### src/rtl/dadda_seq_pkg.sv
// Shared types and constants for the sequential 32x32 multiplier.
// Step indices select operand halves; the shift table aligns each partial product.
package dadda_seq_pkg;

  localparam int HALF_W = 16;
  localparam int OP_W   = 32;
  localparam int PROD_W = 64;

  typedef enum logic [1:0] {
    IDLE,
    MUL,
    DONE
  } state_t;

  typedef logic [1:0] step_t;

  localparam logic [5:0] SHIFT_TBL [4] = '{6'd0, 6'd16, 6'd16, 6'd32};

  function automatic logic [5:0] step_shift(input step_t s);
    return SHIFT_TBL[s];
  endfunction

endpackage

### src/rtl/dadda_16.sv
// 16x16 unsigned multiplier core: carry-save partial-product reduction
// followed by a single carry-propagate add.
module dadda_16
  import dadda_seq_pkg::*;
(
  input  logic [HALF_W-1:0] A,
  input  logic [HALF_W-1:0] B,
  output logic [OP_W-1:0]   Y
);

  logic [OP_W-1:0] s;
  logic [OP_W-1:0] c;
  logic [OP_W-1:0] pp;
  logic [OP_W-1:0] t;

  always_comb begin
    s  = '0;
    c  = '0;
    pp = '0;
    t  = '0;
    for (int i = 0; i < HALF_W; i++) begin
      pp = B[i] ? (OP_W'(A) << i) : '0;
      t  = s ^ c ^ pp;
      // Carries leaving bit 31 are dropped; the product fits in 32 bits.
      c  = ((s & c) | (s & pp) | (c & pp)) << 1;
      s  = t;
    end
    Y = s + c;
  end

endmodule

### src/rtl/dadda_mul32_seq.sv
// Sequential 32x32 unsigned multiplier sharing one dadda_16 core
// over four steps, with valid/ready handshakes on both sides.
module dadda_mul32_seq
  import dadda_seq_pkg::*;
(
  input  logic              clk,
  input  logic              rst,
  input  logic              in_valid,
  output logic              in_ready,
  input  logic [OP_W-1:0]   a,
  input  logic [OP_W-1:0]   b,
  output logic              out_valid,
  input  logic              out_ready,
  output logic [PROD_W-1:0] y,
  output logic              busy
);

  state_t              state;
  step_t               step;
  logic [OP_W-1:0]     op_a;
  logic [OP_W-1:0]     op_b;
  logic [PROD_W-1:0]   acc;
  logic [PROD_W-1:0]   sum;
  logic [HALF_W-1:0]   mul_a;
  logic [HALF_W-1:0]   mul_b;
  logic [OP_W-1:0]     prod;

  always_comb begin
    mul_a = op_a[HALF_W-1:0];
    mul_b = op_b[HALF_W-1:0];
    unique case (step)
      2'd0: ;
      2'd1: mul_b = op_b[OP_W-1:HALF_W];
      2'd2: mul_a = op_a[OP_W-1:HALF_W];
      2'd3: begin
        mul_a = op_a[OP_W-1:HALF_W];
        mul_b = op_b[OP_W-1:HALF_W];
      end
    endcase
  end

  dadda_16 u_core (
    .A (mul_a),
    .B (mul_b),
    .Y (prod)
  );

  assign sum = acc + (PROD_W'(prod) << step_shift(step));

  assign in_ready = (state == IDLE) && !rst;
  assign busy     = (state != IDLE);

  always_ff @(posedge clk) begin
    if (rst) begin
      state     <= IDLE;
      step      <= '0;
      op_a      <= '0;
      op_b      <= '0;
      acc       <= '0;
      y         <= '0;
      out_valid <= 1'b0;
    end else begin
      unique case (state)
        IDLE: begin
          if (in_valid) begin
            op_a  <= a;
            op_b  <= b;
            acc   <= '0;
            step  <= '0;
            state <= MUL;
          end
        end
        MUL: begin
          step <= step + 2'd1;
          // Last partial sum goes straight to y so acc is free next op.
          if (step == 2'd3) begin
            y         <= sum;
            out_valid <= 1'b1;
            state     <= DONE;
          end else begin
            acc <= sum;
          end
        end
        DONE: begin
          if (out_ready) begin
            out_valid <= 1'b0;
            state     <= IDLE;
          end
        end
        default: state <= IDLE;
      endcase
    end
  end

endmodule
### config.mk
export PLATFORM = sky130hd
export DESIGN_NAME = dadda_mul32_seq
export DESIGN_NICKNAME = d
export VERILOG_FILES = /design/src/rtl/dadda_seq_pkg.sv /design/src/rtl/dadda_16.sv /design/src/rtl/dadda_mul32_seq.sv
export SDC_FILE = /design/constraint.sdc
export NUM_CORES = 1
export LEC_CHECK = 0
export ABC_AREA = 1
export BUFFER_PORTS_ARGS = -buffer_cell sky130_fd_sc_hd__buf_2
export CAP_MARGIN = 10
export CORE_UTILIZATION = 30
export DETAILED_ROUTE_END_ITERATION = 6
export GPL_TIMING_DRIVEN = 0
export PLACE_DENSITY = 0.51
export SLEW_MARGIN = 20
export SYNTH_ARGS = -nofsm -noshare
export SYNTH_HDL_FRONTEND = slang
export SYNTH_SLANG_ARGS = --single-unit
### constraint.sdc
create_clock -name clk -period 19.2 [get_ports clk]
set_input_delay 1.92 -clock clk [delete_from_list [all_inputs] [get_ports clk]]
set_output_delay 1.92 -clock clk [all_outputs]
set_load 0.05 [all_outputs]
-- Yosys cells after proc, flatten, opt, wreduce, memory -nomap -nowiden
Index checks and enable logic that the tools add are counted.
- register bits: 197
- bits in latches: 0
- RAM bits: 0
- ROM bits: 0
- bits of input ports: 68
- word-level logic and storage cells: 169
- memories kept: 0
- add/sub/neg operators: 3
- multiply operators: 0
- div/mod/pow operators: 0
- order comparisons: 1
- equal/unequal tests: 9
- shifts and indexed selects: 1
- mux-type cells: 33
- bitwise operators: 101
- reductions and logical operators: 14
- operators by type and width (cell ; number):
    $and 31x31->31 ; 38
    $or 31x31->31 ; 28
    $xor 32x32->32 ; 14
    $mux 64 ; 2
    $pmux 64 s2 ; 1
    $add 64x64->64 ; 1
    $shl 32x6->64 ; 1
    $and 31x29->31 ; 2
    $and 31x30->31 ; 2
    $mux 16 ; 3
    $add 32x32->32 ; 1
    $xor 32x18->32 ; 1
    $xor 32x19->32 ; 1
    $xor 32x20->32 ; 1
    $xor 32x21->32 ; 1
    $xor 32x22->32 ; 1
    $xor 32x23->32 ; 1
    $xor 32x24->32 ; 1
    $xor 32x25->32 ; 1
    $xor 32x26->32 ; 1
    $xor 32x27->32 ; 1
    $xor 32x28->32 ; 1
    $xor 32x29->32 ; 1
    $xor 32x30->32 ; 1
    other kinds (38) ; 56

-- Logic depth before layout (Yosys ltp)
Gate-level depths: netlist (run 1).
- depth in word-level cells: 52
- depth in mapped cells: 53

-- By module
From an unflattened synthesis (run 1), not the netlist that was laid out.
- cell total of the unflattened synthesis: 3197
- area total of the unflattened synthesis: 21052.7 µm²
- modules (own cells, without submodules) (module ; times used ; cells an instance ; area each (µm²) ; seq. area each (µm²)):
    dadda_mul32_seq ; 1 ; 2371 ; 14084.8 ; 3943.8
    dadda_16 ; 1 ; 826 ; 6967.9 ; 0.0

-- Worst setup path before layout (run 1)
No wires, ideal clock.
- kind: flip-flop to flip-flop
- start point: register step[1]
- end point: register y[53]
- library setup time: 0.109 ns
- arrival time: 11.241 ns
- required time: 19.091 ns
- setup slack: 7.850 ns
- stages on the path, launching flop included: 49
- buffers on the path: 2
- cells stage by stage: dfxtp_1 -> inv_1 -> ha_1 -> nor2_1 -> buf_2 -> mux2i_1 -> buf_2 -> nor2_1 -> ha_1 -> inv_1 -> fa_1 -> fa_1 -> fa_1 -> fa_1 -> fa_1 -> fa_1 -> fa_1 -> fa_1 -> [13 not listed] -> a21oi_1 -> o21ai_0 -> nand2_1 -> nand3_1 -> a21oi_1 -> ha_1 -> nand2_1 -> inv_1 -> a21oi_1 -> nand2_1 -> nand2_1 -> nand3_1 -> a21oi_1 -> nand3_1 -> nand2_1 -> nand2_1 -> nand2_1 -> inv_1
- cells in the longest elaborated chain, start to end: 50
- elaborated cells between the ends (all ways): 131
- those cells by class: add/sub: 2; eq/ne: 3; shift: 1; mux: 21; bitwise: 101; reduce/logical: 3
- RTL lines (item ; line ; RTL):
    start, declared ; dadda_mul32_seq.sv:19 ; step_t step;
    start signal, assigned ; dadda_mul32_seq.sv:74 ; step <= step + 2'd1;
    $eq 2x2->1 (tied with other cells) ; dadda_mul32_seq.sv:31, dadda_mul32_seq.sv:76 ;
    $reduce_or 2->1 (no line) ; n/a ;
    $mux 16 ; dadda_mul32_seq.sv:31 ; unique case (step)
    $mux 16 / $mux 17 (equally long branches) ; dadda_16.sv:22 ; pp = B[i] ? (OP_W'(A) << i) : '0;
    $xor 16x17->17 / $and 16x17->17 (equally long branches) ; dadda_16.sv:23, dadda_16.sv:25 ;
    $and 31x31->31 ; dadda_16.sv:25 ; c = ((s & c) | (s & pp) | (c & pp)) << 1;
    $or 31x31->31 (2 in a row) ; dadda_16.sv:25 ;
    $and 31x31->31 ; dadda_16.sv:25 ;
    [30 not listed] ; n/a ;
    $or 31x31->31 (2 in a row) ; dadda_16.sv:25 ;
    $and 31x31->31 ; dadda_16.sv:25 ;
    $or 31x31->31 (2 in a row) ; dadda_16.sv:25 ;
    $and 31x31->31 ; dadda_16.sv:25 ;
    $or 31x31->31 (2 in a row) ; dadda_16.sv:25 ;
    $add 32x32->32 ; dadda_16.sv:28 ; Y = s + c;
    $shl 32x6->64 ; dadda_mul32_seq.sv:48 ; assign sum = acc + (PROD_W'(prod) << step_shift(step));
    $add 64x64->64 ; dadda_mul32_seq.sv:48 ;
    end signal, assigned ; dadda_mul32_seq.sv:77 ; y <= sum;
    end, declared ; dadda_mul32_seq.sv:14 ; output logic [PROD_W-1:0] y,
Parallel ways exist; a longest one is shown, timed or not. The select of a mux whose other input is x is not followed.
A chain may end at the register's enable or synchronous reset.

-- Final worst setup path (run 1)
- start point: register step[1]
- end point: register y[63]
The elaborated chain is that of the path after synthesis.

==> flow_summary.toml, run 1 <==
[critical_path]
cpMostUsedCell = "fa_1"
reg2regPathDepth = 45
crit_fanout = 10
worst_path_max_delay_cell = "o21ai_0"
worst_ep_required_time_ns = 19.62
start_kind = "flip-flop"
cp.arrival_ns = 14.10
crit_path_end_kind = "flip-flop"
slowest_delay_ns = 0.66
path_class = "flip-flop to flip-flop"

[clock_network]
cts.repair.resized = 0
hold_buffers = 0
cts_inserted_buffers = 17
cts_max_level = 4
cts.sinks = 197
cts_root_buffer = "clkbuf_16"
post-cts-setup-buffers = 0
clk_latency_ns = 0.51
cts_buffer_depth = 2
cts_tree = "built"
clkSlewWorstSetupHoldPaths_ns = 0.09

[drt]
route.met2.wl_um = 34200
drc = 0
drt-met1-wl_um = 30700
wl_met3_um = 3130
num_vias = 18500
top_layer = "met4"
avgViaCountPerCell = 4.68
drtPass1Iterations = 6
wl_per_cell_um = 17.7
wl_um = 70400
drt_iter0_drc = 1189
antenna_left = 0

[power]
leakage_nw = 9.86
power_mw = 1.69
vdd.ir_drop.worst_mv = 0.0728
p_per_area_mw_per_mm2 = 76.0

[layout]
nNetsFinal = 3462
drive_gt1_share_pct = 8.20
final_area_mm2 = 0.0223
finalNonFillerCells = 3965
area_growth_pct = 11.7

[sta]
worstMarginPinSlew_ns = 1.03
hold_viol = 0
finalClockSkew_ns = 0.0211
fmax_ghz = 0.0731
final.setup.tns_ns = 0
drv_slew = 0
post-route-period-util_pct = 71.2
holdWs_ns = 0.450
rsz0062_at_grt = "false"
finalSetupViolCount = 0
slew_headroom_pct = 29.1
timing.final.crit_period_ns = 13.68

[grt]
first_global_vias = 18900
antenna_found_initial = 3
grt_util_all_layers_pct = 21.3
grt_pass1_wl_um = 108000
gr-total-overflow = 0
grt_max_degree = 18

[die]
core_region_area_mm2 = 0.0657
start_util_pct = 30.3
rows = 94
die-width_um = 260
ios = 135
die_h_um = 260
die_area_mm2 = 0.0675

[synth]
syn_inst = 2934
yosysWarnings = 0
syn_area_per_cell_um2 = 6.80
ys_ff_latch = 197
synth-main-ff-cell = "dfxtp_1"
synth_edf_count = 0
ys_types = 42
netlist_area_mm2 = 0.0199
syn_nets = 3310
ys_seq_area_share_pct = 19.8
ys_async_sr_fraction_pct = 0

[placement]
io_buffers = 133
dpl_cell_area_mm2 = 0.0217
gp_congestion = 0.974
dp.cells = 3931
dp_hpwl_um = 60700

[flow_run]
cap_viol_max_count = 0

[min_path]
whs_path_depth = 2
min_path_type = "flip-flop to flip-flop"

[run_status]
status = "completed"
[layer usage]
metal	up-vias	track usage [%]
met5	-	0
met4	0	7.83
met3	82	2.60
met2	401	37.5
met1	8726	26.5
li1	9335	-
[registers in the layout, indices dropped and copies added (netlist names)]
name,flops
acc,64
y,64
op_a,32
op_b,32
state,2
step,2
out_valid,1
[final timing paths]
check | from | to | slack [ns]
max | step[1] | y[63] | 5.52
max reg2reg | step[1] | y[63] | 5.52
min reg2reg | op_b[17] | op_b[17] | 0.45
min | op_b[17] | op_b[17] | 0.45
[report_power, final]
part | switching (mW) | internal, mW
clock | 0.184 | 0.187
combinational | 0.593 | 0.282
sequential | 0.0128 | 0.434
[cells in the mapped netlist (12+ instances only)]
| cell | number | area [µm²] |
|---|---|---|
| a21oi_1 | 173 | 866 |
| buf_2 | 16 | 80.1 |
| clkbuf_1 | 90 | 338 |
| dfxtp_1 | 197 | 3940 |
| fa_1 | 212 | 4240 |
| ha_1 | 96 | 1200 |
| inv_1 | 420 | 1580 |
| nand2_1 | 942 | 3540 |
| nand2_2 | 16 | 100 |
| nand3_1 | 83 | 415 |
| nand3b_1 | 14 | 105 |
| nor2_1 | 293 | 1100 |
| o21a_1 | 22 | 165 |
| o21ai_0 | 159 | 796 |
| o21ai_1 | 21 | 105 |
| o21bai_1 | 38 | 285 |
| or2_2 | 12 | 75.1 |
| xor2_1 | 35 | 307 |
[cells by family (layout without fill, tap and decap cells)]
group	Yosys count	in the layout	share of synthesized area (%)
mux	13	13	0.721
compound gates	436	436	12.0
flops	197	197	19.8
simple gates	1396	1396	28.1
fa+ha+maj	308	308	27.3
xor+xnor	41	41	1.84
other cells	0	3	0
buf+inv	543	707	10.3
[area by class of cell]
type	count	area, µm²
diodes	3	7.51
fillers	7366	43500
well taps	864	1080
inverters	432	1620
multi-input cells	2194	13900
repair buffers	133	666
clock inverters	12	121
flip-flops and latches	197	3940
plain buffers	111	442
clock buffers	19	453
[stage by stage]
step	utilization (%)	worst slack (ns)
finish	33.9	5.52
global route	33.9	5.07
CTS	33.9	5.66
detailed placement	33.0	5.68
global placement	33.0	5.64
floorplan	-	7.85
[critical path: cells and delay by family, from the launching register on]
| kind | cells | cell delay, ns |
|---|---|---|
| compound gates | 4 | 1.59 |
| xor+xnor | 1 | 0.18 |
| fa+ha+maj | 19 | 8.20 |
| buf+inv | 6 | 1.07 |
| flops | 1 | 0.39 |
| simple gates | 15 | 2.15 |
[placed cells by master, fill, tap and decap left out, types with 12 or more instances in the layout]
cell type and instances:
fa_1 212, nand2_2 16, xor2_1 35, o21ai_1 22
nand3b_1 14, inv_1 420, nand3_1 83, nor2_1 293
nand2_1 942, buf_2 149, o21a_1 22, o21bai_1 38
clkbuf_16 17, clkbuf_1 89, ha_1 96, or2_2 12
o21ai_0 158, dfxtp_1 197, a21oi_1 173
(Power assumes the default switching activity.)
==> run 2: changes to the inputs <==
Settings changed: ABC_AREA 1 to 0, PLACE_DENSITY 0.51 to 0.53.
Clock period 19.2 ns to 11.12 ns, I/O delays scaled along.
==> flow_summary.toml, run 2 <==
[flow_run]
cap_viol_max_count = 0

[layout]
area_growth_pct = 27.7
nNetsFinal = 2814
final_area_mm2 = 0.0232
reg_top3 = "acc: 64 flops, y: 64 flops"
layout_common_cells = "nand2_1, fa_1, dfxtp_1, a21oi_1, buf_2"
regArea_mm2 = 0.00395
drive_gt1_share_pct = 24.6
multi_input_area_mm2 = 0.0150
fill_cells = 6066
final_common_cell = "nand2_1"

[power]
p_sw_mw = 0.748
netSwitchingFraction_pct = 35.4
p_clk_share_pct = 32.2
p_per_area_mw_per_mm2 = 91.1
p_int_mw = 1.37
power_frac_comb_pct = 32.7
vdd.ir_drop.worst_mv = 0.133
leakage_nw = 8.43
p_seq_share_pct = 35.2

[synth]
syn_nets = 2562
synth_most_common_cell = "nand2_1"
ys_types = 80
syn_inst = 2186
synthTopCellsByCount = "nand2_1, fa_1, a21oi_1, dfxtp_1, nor2_1"
synth_top_area_cell = "fa_1"
ys_ff_latch = 197
ys_async_sr_fraction_pct = 0
syn_area_per_cell_um2 = 8.30
ys_seq_area_share_pct = 21.7
synth_edf_count = 0
netlist_area_mm2 = 0.0182
yosysTopAreaCellShare_pct = 23.4
synth-main-ff-cell = "dfxtp_1"
synthTopCellsByArea = "fa_1, dfxtp_1, nand2_1, ha_1, a21oi_1"
yosysWarnings = 0

[sta]
final.setup.tns_ns = -137.43
drv_slew = 0
timing.final.crit_period_ns = 13.00
worstMarginPinSlew_ns = 1.11
hold_viol = 0
fin_ws_ns = -1.88
post-route-period-util_pct = 117
finalClockSkew_ns = 0.0125
rsz0062_at_grt = "true"
finalSetupViolCount = 90
slew_headroom_pct = 26.3
holdWs_ns = 0.451
fmax_ghz = 0.0769

[min_path]
hold_end = "y[52]"
hp-start = "y[52]"
min_path_type = "flip-flop to flip-flop"
whs_path_depth = 2

[grt]
gr-total-overflow = 0
grt_util_all_layers_pct = 21.3
first_global_vias = 17000
antenna_found_initial = 1
grt_max_degree = 17
grt_pass1_wl_um = 98300

[clock_network]
cts_max_level = 4
clkSlewWorstSetupHoldPaths_ns = 0.08
cts_root_buffer = "clkbuf_16"
cts_tree = "built"
clk_latency_ns = 0.50
hold_buffers = 0
cts_buffer_depth = 2
cts_inserted_buffers = 17
cts.sinks = 197

[die]
die_area_mm2 = 0.0615
core_region_area_mm2 = 0.0594
ios = 135
die_h_um = 248
start_util_pct = 30.6
rows = 89
die-width_um = 248

[critical_path]
path_class = "flip-flop to flip-flop"
r2r-start = "step[0]"
cp.arrival_ns = 13.42
r2r-end = "y[55]"
slowest_delay_ns = 0.56
critical_path.top_delay_family = "adder cells"
start_kind = "flip-flop"
crit_path_end_kind = "flip-flop"
cpMostUsedCell = "fa_2"
crit_fanout = 7
worst_path_max_delay_cell = "fa_2"
crit_cells = 45
worst_ep_required_time_ns = 11.53
r2r_slack_ns = -1.88
reg2regPathDepth = 45
cp.buffers_inverters = 5
startpoint = "step[0]"

[drt]
wl_um = 64500
wl_per_cell_um = 20.0
drt_iter0_drc = 989
drc = 0
avgViaCountPerCell = 5.17
drtPass1Iterations = 5
num_vias = 16700
antenna_left = 0

[placement]
gp_congestion = 0.960
io_buffers = 133
dp_hpwl_um = 51200
dpl_cell_area_mm2 = 0.0201
place_ws_ns = -3.29

[run_status]
failed_checks = "negative setup slack"
status = "finished with violations"
-- run 2: cell count changes after synthesis, sizes merged, moves of 37 or more --
cell and change:
inv -338, nand2 -424, nand3 -69, nor2 -155
o21ai -98, xnor2 +37
-- run 2: timing repair --
action,in CTS,in global routing
gates resized for setup,226,123
buffers inserted,89,33
setup endpoints to repair,94,94
pin swaps,94,76
-- run 2: area by class of cell --
cell class | count | share of cell area (%)
tap | 773 | 4.17
multi-input combinational | 1756 | 64.8
buffer | 125 | 2.50
antenna | 1 | 0.0108
inverter | 93 | 1.52
timing repair buffer | 248 | 7.33
clock inverter | 13 | 0.777
clock buffer | 18 | 1.89
sequential | 197 | 17.0
-- run 2: how the worst max path moves through the flow --
stage                       end  slack [ns]
final                     y[55]       -1.88
after global routing      y[55]       -2.27
after CTS                 y[61]       -1.92
after detailed placement  y[58]       -3.29
after global placement    y[58]       -3.23
after floorplan           y[57]       -1.14
-- run 2: cells by family (layout without fill, tap and decap cells) --
group	count (synthesis)	in the layout	synth area share [%]
adders and majority gates	308	308	30.0
DFF	197	197	21.7
other	0	1	0
muxes	40	40	2.41
AOI/OAI and AO/OA	487	487	17.2
xor gates and xnor gates	72	72	3.47
and+or+nand+nor	849	849	20.2
buffers and inverters	233	497	4.95
-- run 2: metal layers --
metal	global-route usage [%]	part of all wire [%]	routed length, µm
met4	8.01	3.0	1950
met3	2.61	3.8	2430
met2	36.7	50	32100
met5	0	0	0
met1	26.9	43	28000
-- run 2: stage by stage --
stage | instances | util, % | power, mW
6_report | 3224 | 39.1 | 2.11
5_1_grt | 3223 | 39.1 | 2.22
4_1_cts | 3204 | 38.0 | 2.10
3_5_place_dp | 3092 | 33.8 | 1.35
3_3_place_gp | 3092 | 33.8 | 1.34
2_1_floorplan | 2186 | - | 1.15
-- run 2: power groups by stage --
| stage | Sequential, mW | Combinational (mW) | Clock (mW) |
|---|---|---|---|
| finish | 0.743 | 0.690 | 0.680 |
| global route | 0.746 | 0.751 | 0.722 |
| CTS | 0.742 | 0.660 | 0.696 |
| detailed placement | 0.758 | 0.588 | 0 |
| global placement | 0.757 | 0.583 | 0 |
| floorplan | 0.754 | 0.400 | 0 |
-- run 2: worst min-delay path, stage by stage, from the launching register on --
cell	delay [ns]
dfxtp_1	0.31
nand2_1	0.05
a21oi_1	0.05
